===== src/rtl/ro_measure_ctrl_if.sv =====
// Signal bundle between the host register block, ro_measure_ctrl and the
// ring-oscillator partition (osc window out, osc result in, run handshake).
interface ro_measure_ctrl_if #(
  parameter int BUS_WIDTH = 32,
  parameter int SAMPLE_W  = 8
);
  logic                            start;
  logic [BUS_WIDTH-1:0]            cfg_window;
  logic [SAMPLE_W-1:0]             cfg_samples;
  logic [BUS_WIDTH-1:0]            osc_reg_0;
  logic [BUS_WIDTH-1:0]            osc_reg_1;
  logic                            busy;
  logic                            result_valid;
  logic                            result_ack;
  logic [BUS_WIDTH-2+SAMPLE_W:0]   result_sum;
  logic [BUS_WIDTH-2:0]            result_min;
  logic [BUS_WIDTH-2:0]            result_max;
  logic                            error;

  modport slave (
    input  start, cfg_window, cfg_samples, osc_reg_1, result_ack,
    output osc_reg_0, busy, result_valid, result_sum, result_min, result_max, error
  );

  modport master (
    output start, cfg_window, cfg_samples, osc_reg_1, result_ack,
    input  osc_reg_0, busy, result_valid, result_sum, result_min, result_max, error
  );
endinterface


===== src/rtl/ro_measure_ctrl.sv =====
// Ring-oscillator measurement sequencer: arms the oscillator window, waits for
// a synchronised done, and accumulates sum/min/max over a run of samples.
module ro_measure_ctrl #(
  parameter int                   BUS_WIDTH    = 32,
  parameter logic [BUS_WIDTH-1:0] GO_DONE_MASK = 32'h8000_0000,
  parameter int                   SAMPLE_W     = 8,
  parameter int                   CLEAR_HOLD   = 4,
  parameter int                   WD_MARGIN    = 1024
) (
  input logic              Clk,
  input logic              Reset,
  ro_measure_ctrl_if.slave bus
);

  localparam int CNT_W = BUS_WIDTH - 1;
  localparam int SUM_W = BUS_WIDTH - 1 + SAMPLE_W;
  localparam int WD_W  = BUS_WIDTH + 1;

  localparam logic [WD_W-1:0] HOLD_LAST   = WD_W'(CLEAR_HOLD - 1);
  localparam logic [WD_W-1:0] CLEAR_LIMIT = WD_W'(CLEAR_HOLD + WD_MARGIN);

  typedef enum logic [2:0] {
    ST_IDLE,
    ST_CLEAR,
    ST_ARM,
    ST_WAIT_DONE,
    ST_ACCUM,
    ST_DONE,
    ST_ABORT
  } state_t;

  function automatic logic [WD_W-1:0] sat_inc(input logic [WD_W-1:0] v);
    return (&v) ? v : v + 1'b1;
  endfunction

  function automatic logic [CNT_W-1:0] min_u(input logic [CNT_W-1:0] cur,
                                             input logic [CNT_W-1:0] smp);
    return (smp < cur) ? smp : cur;
  endfunction

  function automatic logic [CNT_W-1:0] max_u(input logic [CNT_W-1:0] cur,
                                             input logic [CNT_W-1:0] smp);
    return (smp > cur) ? smp : cur;
  endfunction

  logic [BUS_WIDTH-1:0] osc_r1_p0, osc_r1_p1, osc_r1_p2;
  logic                 r1_stable, r1_go, done_seen, clear_seen;

  state_t               state_q, state_d;
  logic [BUS_WIDTH-1:0] osc0_q, osc0_d;
  logic                 busy_q, busy_d, valid_q, valid_d, error_q;
  logic [SAMPLE_W-1:0]  cnt_q, cnt_inc;
  logic [WD_W-1:0]      wd_q, wait_limit;
  logic [SUM_W-1:0]     sum_q;
  logic [CNT_W-1:0]     min_q, max_q;

  logic [BUS_WIDTH-1:0] win_q;
  logic [SAMPLE_W-1:0]  samples_q;
  logic [CNT_W-1:0]     sample_q;
  logic                 start_legal;

  // Stage p0/p1: two-flop synchroniser; p2 holds the previous p1 for the stability test
  always_ff @(posedge Clk or posedge Reset) begin
    if (Reset) begin
      osc_r1_p0 <= '0;
      osc_r1_p1 <= '0;
      osc_r1_p2 <= '0;
    end else begin
      osc_r1_p0 <= bus.osc_reg_1;
      osc_r1_p1 <= osc_r1_p0;
      osc_r1_p2 <= osc_r1_p1;
    end
  end

  assign r1_stable   = (osc_r1_p1 == osc_r1_p2);
  assign r1_go       = |(osc_r1_p1 & GO_DONE_MASK);
  assign done_seen   = r1_stable & r1_go;
  assign clear_seen  = r1_stable & ~r1_go;
  assign start_legal = bus.start && (bus.cfg_window != '0) && (bus.cfg_samples != '0);
  assign cnt_inc     = cnt_q + 1'b1;
  assign wait_limit  = {1'b0, win_q} + WD_W'(WD_MARGIN);

  // Sequencer: state register and next-state/output decode
  always_ff @(posedge Clk or posedge Reset) begin
    if (Reset) begin
      state_q <= ST_IDLE;
      osc0_q  <= '0;
      busy_q  <= 1'b0;
      valid_q <= 1'b0;
    end else begin
      state_q <= state_d;
      osc0_q  <= osc0_d;
      busy_q  <= busy_d;
      valid_q <= valid_d;
    end
  end

  always_comb begin
    state_d = state_q;
    case (state_q)
      ST_IDLE:      if (start_legal) state_d = ST_CLEAR;
      ST_CLEAR: begin
        if (wd_q > CLEAR_LIMIT)                  state_d = ST_ABORT;
        else if (wd_q >= HOLD_LAST && clear_seen) state_d = ST_ARM;
      end
      ST_ARM:       state_d = ST_WAIT_DONE;
      ST_WAIT_DONE: begin
        if (done_seen)               state_d = ST_ACCUM;
        else if (wd_q > wait_limit)  state_d = ST_ABORT;
      end
      ST_ACCUM:     state_d = (cnt_inc == samples_q) ? ST_DONE : ST_CLEAR;
      ST_DONE:      if (bus.result_ack) state_d = ST_IDLE;
      ST_ABORT:     state_d = ST_IDLE;
      default:      state_d = ST_IDLE;
    endcase

    // Outputs are registered from the next state so the oscillator never sees decode glitches
    osc0_d  = (state_d == ST_ARM || state_d == ST_WAIT_DONE) ? win_q : '0;
    busy_d  = state_d inside {ST_CLEAR, ST_ARM, ST_WAIT_DONE, ST_ACCUM};
    valid_d = (state_d == ST_DONE);
  end

  // Run control: watchdog, sample counter, error flag and result accumulators
  always_ff @(posedge Clk or posedge Reset) begin
    if (Reset) begin
      error_q <= 1'b0;
      cnt_q   <= '0;
      wd_q    <= '0;
      sum_q   <= '0;
      min_q   <= '0;
      max_q   <= '0;
    end else begin
      case (state_q)
        ST_IDLE: begin
          wd_q <= '0;
          if (bus.start) begin
            if (start_legal) begin
              cnt_q   <= '0;
              sum_q   <= '0;
              min_q   <= '1;
              max_q   <= '0;
              error_q <= 1'b0;
            end else begin
              error_q <= 1'b1;
            end
          end
        end
        ST_CLEAR, ST_WAIT_DONE: wd_q <= sat_inc(wd_q);
        ST_ARM:                 wd_q <= '0;
        ST_ACCUM: begin
          sum_q <= sum_q + SUM_W'(sample_q);
          min_q <= min_u(min_q, sample_q);
          max_q <= max_u(max_q, sample_q);
          cnt_q <= cnt_inc;
          wd_q  <= '0;
        end
        ST_ABORT:               error_q <= 1'b1;
        default: ;
      endcase
    end
  end

  // Data-only registers: configuration latch and captured sample
  always_ff @(posedge Clk) begin
    if (state_q == ST_IDLE && start_legal) begin
      win_q     <= bus.cfg_window;
      samples_q <= bus.cfg_samples;
    end
    if (state_q == ST_WAIT_DONE && done_seen) begin
      sample_q <= osc_r1_p1[CNT_W-1:0];
    end
  end

  assign bus.osc_reg_0    = osc0_q;
  assign bus.busy         = busy_q;
  assign bus.result_valid = valid_q;
  assign bus.result_sum   = sum_q;
  assign bus.result_min   = min_q;
  assign bus.result_max   = max_q;
  assign bus.error        = error_q;

endmodule


===== src/flat_wrapper.sv =====
// flat-port wrapper written by rule: the top's interface ports become plain ports
module ro_measure_ctrl_flat 
#(
  parameter int                   BUS_WIDTH    = 32,
  parameter logic [BUS_WIDTH-1:0] GO_DONE_MASK = 32'h8000_0000,
  parameter int                   SAMPLE_W     = 8,
  parameter int                   CLEAR_HOLD   = 4,
  parameter int                   WD_MARGIN    = 1024
)
  (Clk, Reset, bus_start, bus_cfg_window, bus_cfg_samples, bus_osc_reg_1, bus_result_ack, bus_osc_reg_0, bus_busy, bus_result_valid, bus_result_sum, bus_result_min, bus_result_max, bus_error);
  ro_measure_ctrl_if #(.BUS_WIDTH(BUS_WIDTH), .SAMPLE_W(SAMPLE_W)) bus_i ();
  input logic Clk;
  input logic Reset;
  input wire logic [$bits(bus_i.start)-1:0] bus_start;
  input wire logic [$bits(bus_i.cfg_window)-1:0] bus_cfg_window;
  input wire logic [$bits(bus_i.cfg_samples)-1:0] bus_cfg_samples;
  input wire logic [$bits(bus_i.osc_reg_1)-1:0] bus_osc_reg_1;
  input wire logic [$bits(bus_i.result_ack)-1:0] bus_result_ack;
  output wire logic [$bits(bus_i.osc_reg_0)-1:0] bus_osc_reg_0;
  output wire logic [$bits(bus_i.busy)-1:0] bus_busy;
  output wire logic [$bits(bus_i.result_valid)-1:0] bus_result_valid;
  output wire logic [$bits(bus_i.result_sum)-1:0] bus_result_sum;
  output wire logic [$bits(bus_i.result_min)-1:0] bus_result_min;
  output wire logic [$bits(bus_i.result_max)-1:0] bus_result_max;
  output wire logic [$bits(bus_i.error)-1:0] bus_error;
  assign bus_i.start = bus_start;
  assign bus_i.cfg_window = bus_cfg_window;
  assign bus_i.cfg_samples = bus_cfg_samples;
  assign bus_i.osc_reg_1 = bus_osc_reg_1;
  assign bus_i.result_ack = bus_result_ack;
  assign bus_osc_reg_0 = bus_i.osc_reg_0;
  assign bus_busy = bus_i.busy;
  assign bus_result_valid = bus_i.result_valid;
  assign bus_result_sum = bus_i.result_sum;
  assign bus_result_min = bus_i.result_min;
  assign bus_result_max = bus_i.result_max;
  assign bus_error = bus_i.error;
  ro_measure_ctrl #(.BUS_WIDTH(BUS_WIDTH), .GO_DONE_MASK(GO_DONE_MASK), .SAMPLE_W(SAMPLE_W), .CLEAR_HOLD(CLEAR_HOLD), .WD_MARGIN(WD_MARGIN)) u_core (.Clk(Clk), .Reset(Reset), .bus(bus_i));
endmodule

===== config.mk =====
export PLATFORM = sky130hd
export DESIGN_NAME = ro_measure_ctrl_flat
export DESIGN_NICKNAME = d
export VERILOG_FILES = /design/src/rtl/ro_measure_ctrl_if.sv /design/src/rtl/ro_measure_ctrl.sv /design/src/flat_wrapper.sv
export SDC_FILE = /design/constraint.sdc
export NUM_CORES = 1
export LEC_CHECK = 0
export BUFFER_PORTS_ARGS = -buffer_cell sky130_fd_sc_hd__buf_2
export CAP_MARGIN = 25
export CORE_MARGIN = 2
export CORE_UTILIZATION = 59
export DETAILED_ROUTE_END_ITERATION = 10
export PLACE_DENSITY = 0.81
export REMOVE_ABC_BUFFERS = 1
export SLEW_MARGIN = 20
export SYNTH_ARGS = -nofsm -noshare
export SYNTH_HDL_FRONTEND = slang
export SYNTH_SLANG_ARGS = --single-unit

===== constraint.sdc =====
create_clock -name Clk -period 11.54 [get_ports Clk]
set_clock_uncertainty 0.15 [all_clocks]
set_input_delay 2.308 -clock Clk [delete_from_list [all_inputs] [get_ports Clk]]
set_output_delay 2.308 -clock Clk [all_outputs]
set_load 0.05 [all_outputs]

==> impl_metrics.env, run 1 <==
export IMPL_clk_pin_slew_ns=0.07
export IMPL_grt_overflow=0
export IMPL_final_nets=1981
export IMPL_seq_area_mm2=0.00904
export IMPL_netlist_instances=1556
export IMPL_first_iter_violations=1134
export IMPL_setup_viol_count_final=0
export IMPL_critPathRequiredTime_ns=11.76
export IMPL_track_usage_pct=27.5
export IMPL_dieArea_mm2=0.0302
export IMPL_post_cts_buffers=0
export IMPL_synth_edf_count=71
export IMPL_maxCapViolations=0
export IMPL_synthTopCellsByArea="dfrtp_1 (41%), edfxtp_1 (13%), ha_1 (9.6%)"
export IMPL_powerDensity_mw_per_mm2=162
export IMPL_status="completed"
export IMPL_grt_pass1_wl_um=65800
export IMPL_synth_cell_types=74
export IMPL_max_stage_delay_ns=0.68
export IMPL_hold_start="u_core.osc_r1_p0[1]"
export IMPL_hpwl_um=29300
export IMPL_tns_ns=0
export IMPL_hold_viol=0
export IMPL_drcViolationCount=0
export IMPL_max_slew_margin_pct=36.6
export IMPL_path_max_fanout=77
export IMPL_cts_buffer_depth=3
export IMPL_worstSkewPairLatency_ns=0.54
export IMPL_antenna_found_initial=4
export IMPL_ctsHoldBuffers=0
export IMPL_drtAntennaViolNets=0
export IMPL_io_pins=212
export IMPL_ys_ff_latch=347
export IMPL_r2r_slack_ns=6.99
export IMPL_end_kind="register"
export IMPL_ys_seq_area_share_pct=53.2
export IMPL_drv_slew=0
export IMPL_wire_per_inst_um=18.8
export IMPL_r2r_start="u_core.win_q[10]"
export IMPL_async_flop_share_pct=79.5
export IMPL_r2r_end="u_core.bus.osc_reg_0[29]"
export IMPL_netlist_area_mm2=0.0170
export IMPL_p_leak_nw=9.39
export IMPL_cp_start_kind="input pin"
export IMPL_gp_congestion=0.906
export IMPL_whs_path_depth=0
export IMPL_n_fill_cell=2098
export IMPL_wl_um=41200
export IMPL_grt_pass1_vias=13000
export IMPL_cts_sinks=347
export IMPL_syn_area_per_cell_um2=10.9
export IMPL_vias=12800
export IMPL_rows=62
export IMPL_post_route_min_period_ns=5.57
export IMPL_yosysTopAreaCellShare_pct=40.6
export IMPL_multi_input_area_mm2=0.00744
export IMPL_holdPathEnd="u_core.osc_r1_p1[1]"
export IMPL_htree_num_levels=2
export IMPL_rsz0062_at_grt="no"
export IMPL_min_path_type="reg2reg"
export IMPL_coreArea_mm2=0.0285
export IMPL_ir_drop_uv=139
export IMPL_critPathArrivalTime_ns=5.80
export IMPL_cts_tree="built"
export IMPL_firstDrtPassIters=7
export IMPL_grt_start_max_net_pins=207
export IMPL_cts_buffers=38
export IMPL_initial_core_util_pct=59.6
export IMPL_fmax_mhz=179
export IMPL_dieWidth_um=174
export IMPL_slowest_stage="o2111a_1"
export IMPL_ctsResizeCount=0
export IMPL_crit_type="in2reg"
export IMPL_synth_ff_type="dfrtp_1"
export IMPL_viasPerCell=5.84
export IMPL_post_route_period_util_pct=48.3
export IMPL_ys_warn_count=0
export IMPL_cts_root_buf="clkbuf_16"
export IMPL_tightestPinTransition_ns=0.951
export IMPL_r2r_cells=16
export IMPL_port_buffer_count=211
export IMPL_die_h_um=174
export IMPL_areaGrowthSynthToFinish_pct=16.6
export IMPL_layout_drive_gt1_share_pct=20.2
export IMPL_final_util_pct=69.4
export IMPL_synth_largest_area_cell="dfrtp_1"
export IMPL_cp_cell_sequence="buf_2 -> nor4_1 -> nand4_1 -> o2111a_1 -> nand2b_1 -> clkinv_2 -> buf_4 -> nor2_1 -> mux2i_1"
cells in the mapped netlist, types with 3 or more instances:
| master | count |
|---|---|
| a211oi_1 | 13 |
| a21o_1 | 21 |
| a21oi_1 | 75 |
| a311oi_1 | 3 |
| a31oi_1 | 5 |
| and2_1 | 7 |
| and2_4 | 20 |
| and3_1 | 15 |
| and4_1 | 7 |
| buf_1 | 4 |
| buf_2 | 7 |
| clkbuf_1 | 26 |
| clkbuf_8 | 3 |
| dfrtp_1 | 276 |
| edfxtp_1 | 71 |
| ha_1 | 130 |
| inv_1 | 89 |
| mux2_2 | 30 |
| mux2i_1 | 35 |
| nand2_1 | 117 |
| nand2b_1 | 9 |
| nand3_1 | 27 |
| nand4_1 | 40 |
| nor2_1 | 174 |
| nor2b_1 | 9 |
| nor3_1 | 18 |
| nor4_1 | 28 |
| o211ai_1 | 4 |
| o21a_1 | 6 |
| o21ai_0 | 84 |
| o21ai_1 | 3 |
| o21bai_1 | 7 |
| o22ai_1 | 15 |
| or3_1 | 12 |
| or4_1 | 5 |
| xnor2_1 | 33 |
| xor2_1 | 82 |
state kept, by name, summed over array words and instances, names as in the netlist:
signal,cells
u_core.bus.result_valid,1
u_core.osc_r1_p1,32
u_core.win_q,32
u_core.bus.result_sum,39
u_core.osc_r1_p0,32
u_core.bus.osc_reg_0,32
u_core.wd_q,33
u_core.bus.result_min,31
u_core.state_q,3
u_core.samples_q,8
u_core.bus.error,1
u_core.cnt_q,8
u_core.bus.result_max,31
u_core.osc_r1_p2,32
u_core.sample_q,31
u_core.bus.busy,1
report_power, final:
group	internal, mW	leakage (nW)	switching, mW
registers	1.33	4.08	0.0756
logic	0.172	4.64	0.361
clock network	0.762	0.669	0.517
total	2.26	9.39	0.954
layer usage:
layer	wire length, um	global-route usage, %	vias up	share of wire, %
li1	-	-	5929	-
met1	16900	35.8	6269	41
met3	2570	4.30	112	6.2
met5	13	0	-	0.032
met4	1770	12.3	2	4.3
met2	19900	45.7	498	48
metrics by stage:
step	cells	cell area (um2)	total power, mW	worst slack (ns)	hold WS [ns]
after floorplan	1513	16800	1.79	1.47	0.181
after global placement	2117	18400	1.92	5.65	0.182
after detailed placement	2117	18400	1.94	5.52	0.185
after CTS	2187	19800	3.22	5.96	0.193
after global routing	2190	19800	3.34	5.75	0.202
final	2192	19800	3.21	5.97	0.193
critical path: cells and delay by family:
family / cells / cell delay (ns)
buffers and inverters: 3 / 1.17
multiplexers: 1 / 0.11
AO/OA/AOI/OAI: 1 / 0.68
AND/OR/NAND/NOR: 4 / 1.48
cell families after synthesis:
kind of cell    after synthesis  synth area share, %
simple gates                502                 14.5
flops                       347                 53.2
compound gates              263                 9.46
buf+inv                     133                 3.27
fa+ha+maj                   131                 9.68
xor+xnor                    115                 5.92
mux                          65                 4.05
final cells by class:
class,count,area share [%]
Sequential cell,347,45.6
Clock buffer,45,5.35
Timing Repair Buffer,221,5.87
Clock inverter,25,1.46
Antenna cell,4,0.0505
Inverter,90,1.75
Multi-Input combinational cell,1076,37.5
Tap cell,384,2.42
worst max path at each step:
stage / slack [ns] / endpoint / startpoint
floorplan: 1.47 / u_core.bus.busy / Reset
global route: 5.75 / u_core.bus.result_min[16] / bus_cfg_window[5]
CTS: 5.96 / u_core.bus.result_min[17] / bus_cfg_window[5]
global placement: 5.65 / u_core.bus.result_min[28] / bus_cfg_window[5]
detailed placement: 5.52 / u_core.bus.result_min[16] / bus_cfg_window[5]
finish: 5.97 / u_core.bus.result_min[17] / bus_cfg_window[5]
cells in the final DEF, fill, tap and decap left out, types with 71 or more instances in the layout:
cell,instances
dfrtp_1,276
nor2_1,174
nand2_1,116
xor2_1,82
ha_1,130
a21oi_1,74
o21ai_0,84
edfxtp_1,71
buf_2,211
inv_1,87
No activity file was read; power rests on OpenSTA's default activity.
==> run 2, diff against run 1 <==
- CORE_UTILIZATION: 59 -> 53
- PLACE_DENSITY: 0.81 -> 0.77
- clock period: 11.54 -> 4.8 ns (I/O delays scaled with it)
==> run 2 against run 1 <==
Clock power increased by 130%; combinational power increased by 140%; sequential share of layout area about the same; first-iteration DRC count decreased by 23%; critical path depth increased by 7; critical endpoint is now u_core.bus.osc_reg_0[23].
==> impl_metrics.env, run 2 (synthesis gave the netlist of run 1 again) <==
export IMPL_vias=12500
export IMPL_wl_met1_um=17300
export IMPL_end_kind="register"
export IMPL_maxCapViolations=0
export IMPL_fin_ws_ns=0.361
export IMPL_r2r_end="u_core.bus.osc_reg_0[23]"
export IMPL_dieArea_mm2=0.0335
export IMPL_critPathArrivalTime_ns=4.77
export IMPL_path_max_fanout=23
export IMPL_die_h_um=183
export IMPL_post_route_period_util_pct=92.5
export IMPL_final_nets=1984
export IMPL_antenna_found_initial=1
export IMPL_whs_ns=0.193
export IMPL_whs_path_depth=0
export IMPL_wl_um=40200
export IMPL_wl_met2_um=19300
export IMPL_gp_congestion=0.945
export IMPL_io_pins=212
export IMPL_p_total_mw=7.59
export IMPL_coreArea_mm2=0.0316
export IMPL_port_buffer_count=211
export IMPL_first_iter_violations=874
export IMPL_layout_drive_gt1_share_pct=20.0
export IMPL_largest_reg_flops=39
export IMPL_worstSkewPairLatency_ns=0.55
export IMPL_cts_buffers=37
export IMPL_powerDensity_mw_per_mm2=383
export IMPL_holdPathEnd="u_core.osc_r1_p1[10]"
export IMPL_rsz0062_at_grt="no"
export IMPL_areaGrowthSynthToFinish_pct=16.5
export IMPL_r2r_start="u_core.win_q[10]"
export IMPL_fmax_mhz=225
export IMPL_most_common_layout_cells="dfrtp_1 (276), buf_2 (211), nor2_1 (174)"
export IMPL_grt_start_max_net_pins=115
export IMPL_final_common_cell="dfrtp_1"
export IMPL_ctsResizeCount=0
export IMPL_initial_core_util_pct=53.9
export IMPL_drv_slew=0
export IMPL_post_dp_cell_area_mm2=0.0185
export IMPL_top_layer="met4"
export IMPL_setup_viol_count_final=0
export IMPL_grt_pass1_wl_um=64700
export IMPL_cts_buffer_depth=3
export IMPL_cp_start_kind="register"
export IMPL_tightestPinTransition_ns=1.03
export IMPL_cts_tree="built"
export IMPL_firstDrtPassIters=5
export IMPL_rows=65
export IMPL_drcViolationCount=0
export IMPL_post_place_ws_ns=0.381
export IMPL_post_route_min_period_ns=4.44
export IMPL_ctsHoldBuffers=0
export IMPL_r2r_slack_ns=0.36
export IMPL_viasPerCell=5.65
export IMPL_drtAntennaViolNets=0
export IMPL_grt_overflow=0
export IMPL_wl_met3_um=2070
export IMPL_cts_sinks=347
export IMPL_ir_drop_uv=301
export IMPL_dieWidth_um=183
export IMPL_wire_per_inst_um=18.2
export IMPL_final_util_pct=62.8
export IMPL_critPathRequiredTime_ns=5.13
export IMPL_status="completed"
export IMPL_crit_type="reg2reg"
export IMPL_stdcell_area_mm2=0.0198
export IMPL_hold_start="u_core.osc_r1_p0[10]"
export IMPL_p_leak_nw=9.36
export IMPL_track_usage_pct=24.4
export IMPL_post_cts_buffers=0
export IMPL_clk_pin_slew_ns=0.06
export IMPL_cts_root_buf="clkbuf_16"
export IMPL_max_slew_margin_pct=31.1
export IMPL_min_path_type="reg2reg"
export IMPL_r2r_cells=16
export IMPL_htree_num_levels=2
export IMPL_hold_viol=0
export IMPL_hpwl_um=29900
export IMPL_grt_pass1_vias=12400
## run 2: cell count changes in the layout (fill, tap and decap cells not counted), moves of 2 or more
cell | previous run | this run
clkbuf_16 | 41 | 37
buf_12 | 1 | 3
diode_2 | 4 | 1
clkbuf_8 | 2 | 6
clkinv_4 | 3 | 0
clkbuf_1 | 2 | 6
buf_4 | 8 | 11
clkinv_2 | 11 | 8
## run 2: layer usage
layer | track usage [%] | vias to the layer above
li1 | - | 5917
met2 | 40.0 | 361
met4 | 9.54 | 0
met1 | 32.9 | 6098
met3 | 3.77 | 94
met5 | 0 | -
## run 2: worst max path at each step
stage / from / end / slack (ns) / cells past startpoint
CTS: u_core.win_q[10] / u_core.bus.osc_reg_0[13] / 0.35 / 16
detailed placement: u_core.win_q[10] / u_core.bus.osc_reg_0[18] / 0.38 / 16
global route: u_core.win_q[10] / u_core.bus.osc_reg_0[11] / 0.02 / 16
floorplan: Reset / u_core.bus.busy / -3.92 / 1
finish: u_core.win_q[10] / u_core.bus.osc_reg_0[23] / 0.36 / 16
global placement: u_core.win_q[10] / u_core.bus.osc_reg_0[20] / 0.53 / 16
## run 2: layout make-up
class	instances	area (um2)
fillers	2532	11800
flip-flops and latches	347	9040
multi-input cells	1076	7440
repair buffers	225	1200
clock buffers	49	1030
well taps	402	503
inverters	90	347
clock inverters	18	249
diodes	1	2.50
## run 2: per-stage QoR
step                setup TNS, ns  cells
finish                          0   2208
global route                    0   2208
CTS                             0   2207
detailed placement              0   2140
global placement                0   2140
floorplan                -1096.80   1513
## run 2: worst max-delay path, cell delays in order (launching register included)
cell and delay, ns:
edfxtp_1 0.43, ha_1 0.24, nand3_1 0.17, or2_2 0.38, nor2_1 0.26, nand2_1 0.10
xor2_1 0.15, ha_1 0.31, a21o_1 0.16, a21o_1 0.17, a211oi_1 0.23, o21ai_0 0.12
o21ai_0 0.38, a21o_1 0.21, a22oi_4 0.11, nor2_4 0.54, and2_4 0.24
## run 2: report_power, final
| part | internal, mW | total (mW) | switching, mW |
|---|---|---|---|
| Sequential | 3.19 | 3.36 | 0.174 |
| Combinational | 0.412 | 1.27 | 0.855 |
| Clock | 1.75 | 2.96 | 1.20 |
==> run 3, diff against run 2 <==
- BUFFER_PORTS_ARGS: -buffer_cell sky130_fd_sc_hd__buf_2 -> not set
- CORE_UTILIZATION: 53 -> 58
- DONT_BUFFER_PORTS: not set -> 1
- PLACE_DENSITY: 0.77 -> 0.76
- SETUP_SLACK_MARGIN: not set -> 0.5
==> run 3 against run 2 <==
Maximum frequency grew 12%; core utilization grew 2.7 points; worst setup slack gained 0.46 ns; first-iteration DRC count shrank 11%; hold slack gained 0.0042 ns; final cell count shrank 9.7%; wire length grew 0.79%; combinational power shrank 40%; design area shrank 4.9%.
==> impl_metrics.env, run 3 (synthesis gave the netlist of run 1 again) <==
export IMPL_status="completed"
export IMPL_fin_cells=1993
export IMPL_rows=62
export IMPL_drcViolationCount=0
export IMPL_cpLargestDelayFamily="simple AND/OR/NAND/NOR gates"
export IMPL_p_leak_nw=8.47
export IMPL_vias=11700
export IMPL_max_slew_margin_pct=33.5
export IMPL_grt_start_max_net_pins=132
export IMPL_dieWidth_um=175
export IMPL_end_kind="register"
export IMPL_ir_drop_uv=322
export IMPL_wl_um=40500
export IMPL_cp_start_kind="register"
export IMPL_final_common_cell="dfrtp_1"
export IMPL_hpwl_um=29500
export IMPL_firstDrtPassIters=5
export IMPL_fmax_mhz=252
export IMPL_cp_cell_sequence="and4_1 -> and3_1 -> nand3_1 -> nor2_1 -> nand4_1 -> nor4_1 -> ha_1 -> nor2_1 -> nor2_1 -> nor3_2 -> nand2_1 -> nor2_1 -> nand2_1 -> or3_1 -> a21oi_1"
export IMPL_critPathRequiredTime_ns=5.11
export IMPL_min_path_type="reg2reg"
export IMPL_post_route_min_period_ns=3.97
export IMPL_cts_sinks=347
export IMPL_whs_path_depth=0
export IMPL_first_iter_violations=777
export IMPL_cts_tree="built"
export IMPL_seq_area_mm2=0.00904
export IMPL_grt_overflow=0
export IMPL_dieArea_mm2=0.0307
export IMPL_antenna_found_initial=7
export IMPL_tightestPinTransition_ns=0.997
export IMPL_hold_viol=0
export IMPL_grt_pass1_vias=11800
export IMPL_post_route_period_util_pct=82.8
export IMPL_multi_input_area_mm2=0.00745
export IMPL_grt_pass1_wl_um=64100
export IMPL_critPathBufInv=0
export IMPL_clk_pin_slew_ns=0.06
export IMPL_ctsHoldBuffers=0
export IMPL_critPathArrivalTime_ns=4.28
export IMPL_maxCapViolations=0
export IMPL_final_nets=1781
export IMPL_max_stage_delay_ns=0.44
export IMPL_rsz0062_at_grt="no"
export IMPL_largest_reg_flops=39
export IMPL_initial_core_util_pct=59.1
export IMPL_n_fill_cell=2149
export IMPL_dp_cells=1914
export IMPL_io_pins=212
export IMPL_path_max_fanout=9
export IMPL_cts_buffers=38
export IMPL_fin_ws_ns=0.825
export IMPL_wire_per_inst_um=20.3
export IMPL_drv_slew=0
export IMPL_die_h_um=175
export IMPL_post_place_ws_ns=0.412
export IMPL_htree_num_levels=2
export IMPL_gp_congestion=0.891
export IMPL_cp_num_cells=15
export IMPL_cpMostUsedCell="nor2_1"
export IMPL_viasPerCell=5.89
export IMPL_powerDensity_mw_per_mm2=397
export IMPL_crit_type="reg2reg"
export IMPL_layout_drive_gt1_share_pct=9.98
export IMPL_cts_buffer_depth=3
export IMPL_most_common_layout_cells="dfrtp_1 (276), nor2_1 (173), ha_1 (130)"
export IMPL_r2r_cells=15
export IMPL_drtAntennaViolNets=0
export IMPL_worstSkewPairLatency_ns=0.54
export IMPL_port_buffer_count=0
export IMPL_coreArea_mm2=0.0288
export IMPL_setup_viol_count_final=0
export IMPL_slowest_stage="dfrtp_1"
export IMPL_cts_root_buf="clkbuf_16"
export IMPL_track_usage_pct=26.6
export IMPL_areaGrowthSynthToFinish_pct=10.7
==> run 3: changes by cell type in the layout (fill, tap and decap cells not counted), moves of 3 or more <==
cell	before	now
buf_2	211	0
buf_4	11	16
clkbuf_1	6	9
clkbuf_16	37	40
diode_2	1	5
==> run 3: through the flow <==
stage	hold WS (ns)	cell area, um2	utilization (%)	total power, mW	TNS [ns]
after floorplan	0.181	16800	-	4.32	-1096.80
after global placement	0.183	17500	60.6	4.50	0
after detailed placement	0.185	17500	60.6	4.55	0
after CTS	0.198	18800	65.2	7.52	0
after global routing	0.204	18800	65.4	7.78	0
final	0.197	18800	65.4	7.48	0
==> run 3: final cells by class <==
class                           count  share of cell area, %
Clock buffer                       55                   5.93
Inverter                           90                   1.84
Tap cell                          384                   2.55
Clock inverter                     15                  0.950
Multi-Input combinational cell   1077                   39.6
Timing Repair Buffer               20                   1.06
Antenna cell                        5                 0.0664
Sequential cell                   347                   48.0
==> run 3: where the power goes <==
group          total, mW  internal (mW)  switching [mW]
sequential          3.73           3.18           0.551
combinational      0.766          0.324           0.442
clock               2.98           1.79            1.19
total               7.48           5.29            2.19
==> run 3: worst paths after layout <==
path	slack [ns]	startpoint	endpoint
hold reg to reg	0.20	u_core.osc_r1_p0[24]	u_core.osc_r1_p1[24]
min in group asynchronous	0.33	Reset	u_core.osc_r1_p1[22]
setup / recovery	0.83	u_core.wd_q[21]	u_core.wd_q[29]
setup reg to reg	0.83	u_core.wd_q[21]	u_core.wd_q[29]
hold / removal	0.20	u_core.osc_r1_p0[24]	u_core.osc_r1_p1[24]
max in group asynchronous	3.19	Reset	u_core.bus.result_sum[9]
==> run 3: metal layers <==
layer | part of all wire (%) | vias to the layer above | global-route usage, %
li1 | - | 5524 | -
met1 | 42 | 5729 | 35.2
met2 | 46 | 383 | 42.1
met3 | 8.2 | 105 | 7.03
met4 | 3.5 | 4 | 10.1
met5 | 0.067 | - | 0
==> run 3: worst register-to-register path: stages (launching register included) <==
cell     delay (ns)
dfrtp_1        0.44
and4_1         0.25
and3_1         0.22
nand3_1        0.12
nor2_1         0.09
nand4_1        0.13
nor4_1         0.08
ha_1           0.20
nor2_1         0.24
nor2_1         0.13
nor3_2         0.39
nand2_1        0.16
nor2_1         0.39
nand2_1        0.32
or3_1          0.43
a21oi_1        0.14
==> run 3: what timing repair did <==
action	CTS	global route
resized for setup	1	3
pin swaps	1	3
hold endpoints to repair	0	0
endpoints found under the setup margin	23	33
setup buffers	0	3
cloned	1	0
